==> config.mk <==
export PLATFORM = sky130hd
export DESIGN_NAME = sprite_draw_sched
export DESIGN_NICKNAME = d
export VERILOG_FILES = /design/src/rtl/sprite_draw_sched_pkg.sv /design/src/rtl/sprite_draw_sched_lowest_set_idx.sv /design/src/rtl/sprite_draw_sched.sv
export SDC_FILE = /design/constraint.sdc
export NUM_CORES = 1
export LEC_CHECK = 0
export ABC_AREA = 1
export BUFFER_PORTS_ARGS = -buffer_cell sky130_fd_sc_hd__buf_4
export CORE_ASPECT_RATIO = 0.8
export CORE_MARGIN = 2
export CORE_UTILIZATION = 30
export DETAILED_ROUTE_END_ITERATION = 10
export MAX_ROUTING_LAYER = met4
export PLACE_DENSITY = 0.54
export SYNTH_ARGS = -nofsm -noshare
export SYNTH_HDL_FRONTEND = slang
export SYNTH_SLANG_ARGS = --single-unit
==> constraint.sdc <==
create_clock -name clock -period 2.41 [get_ports clock]
set_clock_uncertainty 0.15 [all_clocks]
set_input_delay 0.1205 -clock clock [delete_from_list [all_inputs] [get_ports clock]]
set_output_delay 0.1205 -clock clock [all_outputs]
set_load 0.01 [all_outputs]
==> src/rtl/sprite_draw_sched_pkg.sv <==
// Shared constants and types for the sprite draw scheduler.
// Grid bounds, erase job constants and scheduler state encoding.
package sprite_pkg;

    localparam int GRID_W = 32;
    localparam int GRID_H = 24;

    localparam logic [24:0] ERASE_SHAPE = 25'h1FFFFFF;
    localparam logic [2:0]  COL_BLACK   = 3'b000;

    localparam logic [2:0] ST_IDLE      = 3'd0;
    localparam logic [2:0] ST_SCAN      = 3'd1;
    localparam logic [2:0] ST_E_ISSUE   = 3'd2;
    localparam logic [2:0] ST_E_WAIT    = 3'd3;
    localparam logic [2:0] ST_D_ISSUE   = 3'd4;
    localparam logic [2:0] ST_D_WAIT    = 3'd5;
    localparam logic [2:0] ST_FRAME_END = 3'd6;

    typedef enum logic [2:0] {
        S_IDLE      = ST_IDLE,
        S_SCAN      = ST_SCAN,
        S_E_ISSUE   = ST_E_ISSUE,
        S_E_WAIT    = ST_E_WAIT,
        S_D_ISSUE   = ST_D_ISSUE,
        S_D_WAIT    = ST_D_WAIT,
        S_FRAME_END = ST_FRAME_END
    } sched_state_t;

    // True when a tile coordinate lies inside the visible grid.
    function automatic logic coord_ok(input logic [7:0] x, input logic [6:0] y);
        return (x < 8'(GRID_W)) && (y < 7'(GRID_H));
    endfunction

endpackage

==> src/rtl/sprite_draw_sched_lowest_set_idx.sv <==
// Priority encoder: index of the lowest set bit of a mask.
// o_any flags that at least one bit is set; o_idx is 0 otherwise.
module lowest_set_idx #(
    parameter int W  = 4,
    parameter int IW = (W > 1) ? $clog2(W) : 1
) (
    input  logic [W-1:0]  i_mask,
    output logic [IW-1:0] o_idx,
    output logic          o_any
);

    // Scan from the top so the lowest set bit is the last to win.
    always_comb begin
        o_idx = '0;
        o_any = |i_mask;
        for (int i = W - 1; i >= 0; i--) begin
            if (i_mask[i]) begin
                o_idx = IW'(i);
            end
        end
    end

endmodule

==> src/rtl/sprite_draw_sched.sv <==
// Frame scheduler feeding the 5x5 tile drawer.
// Serialises erase-old / draw-new jobs per pending sprite each frame tick.
module sprite_draw_sched
    import sprite_pkg::*;
#(
    parameter int NUM_SPRITES = 4,
    parameter int TIMEOUT     = 255
) (
    input  logic                      clock,
    input  logic                      reset_n,
    input  logic                      tick,
    input  logic [NUM_SPRITES-1:0]    req_valid,
    input  logic [8*NUM_SPRITES-1:0]  req_x,
    input  logic [7*NUM_SPRITES-1:0]  req_y,
    input  logic [25*NUM_SPRITES-1:0] req_shape,
    input  logic [3*NUM_SPRITES-1:0]  req_colour,
    output logic [NUM_SPRITES-1:0]    req_ack,
    input  logic                      draw_done,
    output logic                      go,
    output logic [7:0]                x_out,
    output logic [6:0]                y_out,
    output logic [24:0]               shape_out,
    output logic [2:0]                colour_out,
    output logic                      busy,
    output logic                      frame_done,
    output logic                      overrun,
    output logic                      timeout_err
);

    localparam int IW = (NUM_SPRITES > 1) ? $clog2(NUM_SPRITES) : 1;
    localparam int CW = $clog2(TIMEOUT + 1);

    sched_state_t r_state;

    logic [NUM_SPRITES-1:0] r_pending;
    logic [IW-1:0]          r_sel;
    logic [CW-1:0]          r_wait_cnt;

    logic [7:0]  r_job_x;
    logic [6:0]  r_job_y;
    logic [24:0] r_job_shape;
    logic [2:0]  r_job_colour;

    logic [7:0] r_prev_x [NUM_SPRITES];
    logic [6:0] r_prev_y [NUM_SPRITES];
    logic       r_prev_valid [NUM_SPRITES];

    logic                   r_go;
    logic [7:0]             r_x_out;
    logic [6:0]             r_y_out;
    logic [24:0]            r_shape_out;
    logic [2:0]             r_colour_out;
    logic [NUM_SPRITES-1:0] r_ack;
    logic                   r_frame_done;
    logic                   r_overrun;
    logic                   r_timeout_err;

    logic [7:0]  w_x      [NUM_SPRITES];
    logic [6:0]  w_y      [NUM_SPRITES];
    logic [24:0] w_shape  [NUM_SPRITES];
    logic [2:0]  w_colour [NUM_SPRITES];

    logic [IW-1:0] w_sel;
    logic          w_any;
    logic          w_sel_ok;
    logic          w_wait_end;

    for (genvar g = 0; g < NUM_SPRITES; g++) begin : g_unpack
        assign w_x[g]      = req_x[8*g +: 8];
        assign w_y[g]      = req_y[7*g +: 7];
        assign w_shape[g]  = req_shape[25*g +: 25];
        assign w_colour[g] = req_colour[3*g +: 3];
    end

    lowest_set_idx #(
        .W  (NUM_SPRITES),
        .IW (IW)
    ) u_pick (
        .i_mask (r_pending),
        .o_idx  (w_sel),
        .o_any  (w_any)
    );

    assign w_sel_ok   = coord_ok(w_x[w_sel], w_y[w_sel]);
    assign w_wait_end = draw_done || (r_wait_cnt == CW'(TIMEOUT));

    // Scheduler FSM with registered drawer-side outputs.
    always_ff @(posedge clock or negedge reset_n) begin
        if (!reset_n) begin
            r_state       <= S_IDLE;
            r_pending     <= '0;
            r_sel         <= '0;
            r_wait_cnt    <= '0;
            r_job_x       <= '0;
            r_job_y       <= '0;
            r_job_shape   <= '0;
            r_job_colour  <= '0;
            r_go          <= 1'b0;
            r_x_out       <= '0;
            r_y_out       <= '0;
            r_shape_out   <= '0;
            r_colour_out  <= '0;
            r_ack         <= '0;
            r_frame_done  <= 1'b0;
            r_overrun     <= 1'b0;
            r_timeout_err <= 1'b0;
            for (int i = 0; i < NUM_SPRITES; i++) begin
                r_prev_x[i]     <= '0;
                r_prev_y[i]     <= '0;
                r_prev_valid[i] <= 1'b0;
            end
        end else begin
            r_go         <= 1'b0;
            r_ack        <= '0;
            r_frame_done <= 1'b0;
            if (tick && (r_state != S_IDLE)) begin
                r_overrun <= 1'b1;
            end
            unique case (r_state)
                S_IDLE: begin
                    if (tick) begin
                        r_pending <= req_valid;
                        r_state   <= S_SCAN;
                    end
                end
                S_SCAN: begin
                    if (!w_any) begin
                        r_frame_done <= 1'b1;
                        r_state      <= S_FRAME_END;
                    end else begin
                        r_sel        <= w_sel;
                        r_ack        <= {{(NUM_SPRITES-1){1'b0}}, 1'b1} << w_sel;
                        r_job_x      <= w_x[w_sel];
                        r_job_y      <= w_y[w_sel];
                        r_job_shape  <= w_shape[w_sel];
                        r_job_colour <= w_colour[w_sel];
                        if (!w_sel_ok) begin
                            r_pending[w_sel] <= 1'b0;
                        end else if (r_prev_valid[w_sel]) begin
                            r_go         <= 1'b1;
                            r_x_out      <= r_prev_x[w_sel];
                            r_y_out      <= r_prev_y[w_sel];
                            r_shape_out  <= ERASE_SHAPE;
                            r_colour_out <= COL_BLACK;
                            r_state      <= S_E_ISSUE;
                        end else begin
                            r_go         <= 1'b1;
                            r_x_out      <= w_x[w_sel];
                            r_y_out      <= w_y[w_sel];
                            r_shape_out  <= w_shape[w_sel];
                            r_colour_out <= w_colour[w_sel];
                            r_state      <= S_D_ISSUE;
                        end
                    end
                end
                S_E_ISSUE: begin
                    r_wait_cnt <= '0;
                    r_state    <= S_E_WAIT;
                end
                S_E_WAIT: begin
                    if (w_wait_end) begin
                        if (!draw_done) begin
                            r_timeout_err <= 1'b1;
                        end
                        r_go         <= 1'b1;
                        r_x_out      <= r_job_x;
                        r_y_out      <= r_job_y;
                        r_shape_out  <= r_job_shape;
                        r_colour_out <= r_job_colour;
                        r_state      <= S_D_ISSUE;
                    end else begin
                        r_wait_cnt <= r_wait_cnt + 1'b1;
                    end
                end
                S_D_ISSUE: begin
                    r_wait_cnt <= '0;
                    r_state    <= S_D_WAIT;
                end
                S_D_WAIT: begin
                    if (w_wait_end) begin
                        if (!draw_done) begin
                            r_timeout_err <= 1'b1;
                        end
                        r_prev_x[r_sel]     <= r_job_x;
                        r_prev_y[r_sel]     <= r_job_y;
                        r_prev_valid[r_sel] <= 1'b1;
                        r_pending[r_sel]    <= 1'b0;
                        r_state             <= S_SCAN;
                    end else begin
                        r_wait_cnt <= r_wait_cnt + 1'b1;
                    end
                end
                S_FRAME_END: begin
                    r_state <= S_IDLE;
                end
                default: begin
                    r_state <= S_IDLE;
                end
            endcase
        end
    end

    assign go          = r_go;
    assign x_out       = r_x_out;
    assign y_out       = r_y_out;
    assign shape_out   = r_shape_out;
    assign colour_out  = r_colour_out;
    assign req_ack     = r_ack;
    assign frame_done  = r_frame_done;
    assign overrun     = r_overrun;
    assign timeout_err = r_timeout_err;
    assign busy        = (r_state != S_IDLE);

endmodule
==> flow_summary.toml, run 1 <==
[detailed_routing]
m1WireLength_mm = 17.5
dr_total_vias = 10321
antenna_left = 0
dr_wl_met2_mm = 16.6
wl_mm = 36.9
remaining_drc_errors = 0
highest_layer = "met4"
post_drt_wl_per_cell_um = 17.2
viasPerCell = 4.80
drt_iter0_markers = 734
drtPass1Iterations = 5
wl_met3_mm = 1.99

[global_routing]
antenna_found_initial = 0
grt_pass1_wl_mm = 56.0
track_usage_pct = 22.5
grt_max_degree = 67
grt_overflow = 0
grt_pass1_vias = 9715

[synth]
syn_inst = 1348
avgSynthCellArea_um2 = 7.09
syn_nets = 1529
synth_top_area_share_pct = 45.8
synthFlopType = "dfrtp_1"
yosys-top-cells-area = "dfrtp_1, nand2_1, nand3_1"
ys_seq_area_share_pct = 45.8
synth_edf_count = 0
synth_area_um2 = 9560
yosys_warnings = 0
async_flop_share_pct = 100
yosysTopAreaCell = "dfrtp_1"
yosys_register_bits = 175
synth_cell_type_count = 33

[floorplan]
fp.dieW_um = 204
die_h_um = 164
io_pins = 232
fp.dieArea_um2 = 33300
core_um2 = 31400
start_util_pct = 30.4
rows = 58

[clock_network]
cts_tree = "done"
htreeDepth = 4
clk_pin_slew_ns = 0.07
clock_latency_ns = 0.44
clk_root_buffer_cell = "clkbuf_16"
cts.sinks = 175
cts.path.max_buffers = 2
cts_buffers = 17

[sta]
tightest_slew_ns = 0.492
finalSetupViolCount = 0
setup_slack_ns = 0.0932
relSlewSlack_pct = 67.2
timing.final.crit_period_ns = 2.32
fmax_ghz = 0.432
hold_violations = 0
period_share_pct = 96.1
fin_tns_setup_ns = 0
slew_violations = 0
grt_setup_unrepaired = "true"

[place]
finalWeightedCongestion = 0.866
dp_cells = 2009
pre_cts_slack_ns = -0.0389
hpwl_mm = 25.9
port-buffer-count = 231

[cells_and_area]
mostFrequentLayoutCells = "nand2_1, buf_4, nand3_1"
fill_cells = 3154
syn_to_final_growth_pct = 48.6
layout_commonest_cell = "nand2_1"
finalNonFillerCells = 2148
nNetsFinal = 1897
n_antenna_cell = 0
layout-drive-gt1-share_pct = 24.1

[critical_path]
cp-start-kind = "register"
criticalPathCategory = "reg2reg"
crit_arrival_ns = 2.50
end_kind = "register"
crit_required_ns = 2.60
crit_path_max_fanout = 11

[job]
drv_cap = 0

[power]
p_leak_nw = 7.34
p_total_mw = 20.1
power_per_cell_area_nw_per_um2 = 1420
ir_drop_uv = 680

[run_status]
outcome = "finished clean"

[min_path]
hold_class = "in2reg"
final timing paths:
| path | start | to | slack (ns) | depth (start not counted) |
|---|---|---|---|---|
| worst max-delay path | r_pending[2]$_DFFE_PN0P_ | shape_out[10]$_DFFE_PN0P_ | 0.09 | 14 |
| worst min register to register | overrun$_DFFE_PN0P_ | overrun$_DFFE_PN0P_ | 0.31 | 1 |
| worst min-delay path | req_shape[57] | r_job_shape[7]$_DFFE_PN0P_ | 0.006 | 5 |
| max in group asynchronous | reset_n | r_pending[2]$_DFFE_PN0P_ | 1.32 | 3 |
| worst max register to register | r_pending[2]$_DFFE_PN0P_ | shape_out[10]$_DFFE_PN0P_ | 0.09 | 14 |
| min in group asynchronous | reset_n | shape_out[20]$_DFFE_PN0P_ | 0.02 | 2 |
cell type report:
cell class	instances	area, um^2	share of cell area [%]
Clock buffer	21	460	3.24
Inverter	114	432	3.04
Tap cell	420	526	3.70
Clock inverter	10	114	0.801
Timing Repair Buffer	430	3750	26.4
Sequential cell	175	4380	30.9
Multi-Input combinational cell	978	4540	31.9
layer usage:
metal,up-vias,track usage [%]
met1,4856,31.6
met2,336,33.5
met4,0,6.74
met3,53,3.41
li1,5076,-
met5,-,-
cells by family (layout without fill, tap and decap cells):
family / Yosys count / after routing / share of synthesized area [%]
AND/OR/NAND/NOR: 802 / 802 / 35.7
XOR/XNOR: 3 / 3 / 0.275
AO/OA/AOI/OAI: 172 / 172 / 9.77
adder cells (fa/ha/maj): 1 / 1 / 0.131
flip-flops: 175 / 175 / 45.8
buffers and inverters: 195 / 575 / 8.32
critical path: stages, from the launching register on:
cell	delay, ns
dfrtp_2	0.47
inv_1	0.08
nand2_1	0.08
nand2_4	0.12
nand2_8	0.10
buf_6	0.16
nand2_8	0.08
clkinvlp_4	0.22
buf_6	0.20
nand2_1	0.05
nand2_1	0.05
nor2_1	0.15
a21oi_1	0.13
nand3_1	0.10
nand2_1	0.05
Yosys cell counts (all sizes together) (2+ instances only):
| master | instances |
|---|---|
| xor2 | 2 |
| a211oi | 17 |
| nor2 | 124 |
| clkbuf | 43 |
| inv | 114 |
| o2111ai | 2 |
| nand2 | 427 |
| buf | 38 |
| o211ai | 2 |
| nand4 | 7 |
| or2 | 5 |
| a21oi | 32 |
| nor3 | 2 |
| o21ai | 115 |
| nand3b | 6 |
| nand3 | 231 |
| dfrtp | 175 |
power breakdown:
group          internal, mW  switching (mW)  total [mW]
Combinational          4.95            7.30        12.2
Sequential             4.24           0.865        5.10
Clock                  1.57            1.21        2.78
registers in the layout, indices dropped and copies added (netlist names), 7 cells and up:
| name | count |
|---|---|
| r_prev_x | 32 |
| r_wait_cnt | 8 |
| x_out | 8 |
| r_prev_y | 28 |
| r_job_y | 7 |
| r_job_x | 8 |
| r_job_shape | 25 |
| shape_out | 25 |
| y_out | 7 |
stage by stage:
stage	instance area (um^2)	hold slack (ns)	util (%)
final	14200	0.00622	45.2
after floorplan	9560	-0.325	-
after CTS	13900	0.00123	44.2
after detailed placement	12400	-0.0578	39.4
after global routing	14200	0.0196	45.2
after global placement	12400	-0.0646	39.4
what timing repair did:
action | in CTS | in global routing
resized for setup | 6 | 42
hold endpoints to repair | 229 | 0
pin swaps | 0 | 8
hold buffers | 94 | 0
setup buffers | 0 | 13
endpoints found under the setup margin | 52 | 60
gates cloned | 0 | 1
Note: power is estimated with default switching activity, not from simulation.
==> inputs of run 2 (changes only) <==
==> constraint.sdc (replaced) <==
create_clock -name clock -period 2.41 [get_ports clock]
set_clock_uncertainty 0.15 [all_clocks]
set_input_delay 0.3615 -clock clock [delete_from_list [all_inputs] [get_ports clock]]
set_output_delay 0.3615 -clock clock [all_outputs]
set_load 0.01 [all_outputs]
==> run 2 against run 1 <==
  * The flow now finishes with violations (setup timing)
  * Sequential share of layout area rose by 1.7 points
  * Utilization fell by 2.4 points
  * Count of clock-buffer cells in the layout fell by 3
  * Die area did not move
  * Clock power rose by 2%
  * Sequential cell count did not move
  * Fmax fell by 5.0%
  * Final cell count fell by 4.1%
  * Via count fell by 2.7%
  * Register-to-register slack got worse by 0.12 ns
  * Hold slack improved by 0.087 ns
  * Global-route usage fell by 0.66 points
  * Highest routed layer unchanged
==> flow_summary.toml, run 2 (synthesized netlist as in run 1, its figures left out) <==
[run_status]
outcome = "finished with violations"
violations = "setup timing"

[place]
finalWeightedCongestion = 0.883
hpwl_mm = 26.0
pre_cts_slack_ns = -0.149
port-buffer-count = 231

[detailed_routing]
drtPass1Iterations = 5
post_drt_wl_per_cell_um = 17.6
wl_mm = 36.2
viasPerCell = 4.87
antenna_left = 0
dr_total_vias = 10046
drt_iter0_markers = 785
remaining_drc_errors = 0

[clock_network]
clk_root_buffer_cell = "clkbuf_16"
clock_latency_ns = 0.44
htreeDepth = 4
cts.sinks = 175
cts_tree = "done"
cts.path.max_buffers = 2
cts_buffers = 17
clk_pin_slew_ns = 0.08

[cells_and_area]
fin_util_pct = 42.8
mostFrequentLayoutCells = "nand2_1, buf_4, nand3_1"
layout_commonest_cell = "nand2_1"
layout-drive-gt1-share_pct = 27.1
fill_cells = 3210
top_regs = "r_prev_x (32), r_prev_y (28)"
nNetsFinal = 1808
largest-register = "r_prev_x"
largest_reg_flops = 32
syn_to_final_growth_pct = 40.8

[job]
drv_cap = 0

[critical_path]
end_kind = "register"
crit_chain = "buf_6 -> o21ai_4 -> buf_6 -> nand3_4 -> nor2_4 -> nor2_4 -> nand2_2 -> nor2_4 -> buf_6 -> nand2_4 -> nand2_8 -> nand2_8 -> clkbuf_16 -> nand2_2 -> nand2_1"
crit_required_ns = 2.63
max_stage_delay_ns = 0.47
r2r_cells = 15
criticalPathCategory = "reg2reg"
crit_arrival_ns = 2.66
crit_path_max_fanout = 7
cp-start-kind = "register"
crit_slowest_cell = "dfrtp_2"

[global_routing]
antenna_found_initial = 1
grt_pass1_vias = 9333
track_usage_pct = 21.8
grt_max_degree = 56
grt_pass1_wl_mm = 54.3
grt_overflow = 0

[power]
power.share.switching_pct = 47.6
ir_drop_uv = 736
seqPwrFrac_pct = 25.3
power_per_cell_area_nw_per_um2 = 1500
p_leak_nw = 7.01
combinationalPowerShare_pct = 60.7
internal_power_mw = 10.6
clkPwrFrac_pct = 14.0
switching_power_mw = 9.63

[sta]
fmax_ghz = 0.410
slew_violations = 0
timing.final.crit_period_ns = 2.44
relSlewSlack_pct = 59.9
finalSetupViolCount = 18
setup_slack_ns = -0.0298
hold_violations = 0
grt_setup_unrepaired = "true"
tightest_slew_ns = 0.602
period_share_pct = 101

[min_path]
holdPathStages = 3
hold_class = "in2reg"

[floorplan]
rows = 58
die_h_um = 164
io_pins = 232
core_um2 = 31400
start_util_pct = 30.4
fp.dieArea_um2 = 33300
fp.dieW_um = 204
[run 2: changes by cell type in the layout (fill, tap and decap cells not counted), moves of 3 or more]
cell           change
buf_6              +3
nand2_2           +19
nand2_1           -21
nor2_2             -5
nor2_4             +5
dlygate4sd3_1     -92
inv_8              +4
[run 2: critical path: cells and delay by family, from the launching register on]
kind,cells,cell delay [ns]
buf+inv,4,0.60
simple gates,10,0.87
compound gates,1,0.26
flops,1,0.47
[run 2: final cells by class]
class                      instances  area [um^2]  area share, %
antenna                            1         2.50         0.0186
clock buffer                      18          439           3.26
clock inverter                    14          153           1.13
inverter                         114          432           3.21
multi-input combinational        978         4640           34.5
sequential                       175         4380           32.5
tap                              420          526           3.90
timing repair buffer             341         2890           21.5
[run 2: layer usage]
layer / wire length [um] / track usage (%)
met4: 602 / 6.07
met5: 0 / -
met1: 17400 / 31.2
met3: 1940 / 3.15
met2: 16200 / 32.2
[run 2: final timing paths]
check                                             from                     endpoint  slack (ns)
setup / recovery              r_pending[2]$_DFFE_PN0P_         x_out[0]$_DFFE_PN0P_       -0.03
hold / removal                           req_shape[33]   r_job_shape[8]$_DFFE_PN0P_        0.09
setup reg to reg              r_pending[2]$_DFFE_PN0P_         x_out[0]$_DFFE_PN0P_       -0.03
hold reg to reg            r_prev_valid[1]$_DFFE_PN0P_  r_prev_valid[1]$_DFFE_PN0P_        0.32
max in group asynchronous                      reset_n     r_pending[2]$_DFFE_PN0P_        1.04
min in group asynchronous                      reset_n  r_job_shape[20]$_DFFE_PN0P_        0.30
[run 2: stage by stage]
| step | hold slack (ns) | TNS [ns] | power (mW) | instance area [um^2] | std cells |
|---|---|---|---|---|---|
| final | 0.0933 | -0.193 | 20.2 | 13500 | 2061 |
| after global routing | 0.113 | -3.74 | 21.8 | 13500 | 2061 |
| after CTS | 0.0944 | -0.00232 | 19.3 | 13100 | 2046 |
| after detailed placement | 0.247 | -3.31 | 16.3 | 12400 | 2010 |
| after global placement | 0.241 | -0.212 | 16.1 | 12400 | 2010 |
| after floorplan | -0.0841 | 0 | 11.3 | 9560 | 1348 |
[run 2: what timing repair did]
item / in CTS / in global routing
hold buffers: 2 / 0
setup buffers: 2 / 10
setup endpoints to repair: 115 / 56
endpoints found under the hold margin: 52 / 0
pin swaps: 1 / 15
cloned: 0 / 4
gates resized for setup: 16 / 68
[run 2: power by group through the flow]
stage               sequential [mW]  combinational [mW]  clock (mW)
floorplan                      5.02                6.27           0
global placement               5.08                11.0           0
detailed placement             5.10                11.2           0
CTS                            5.07                11.3        2.86
global route                   5.26                13.5        3.02
finish                         5.11                12.3        2.84
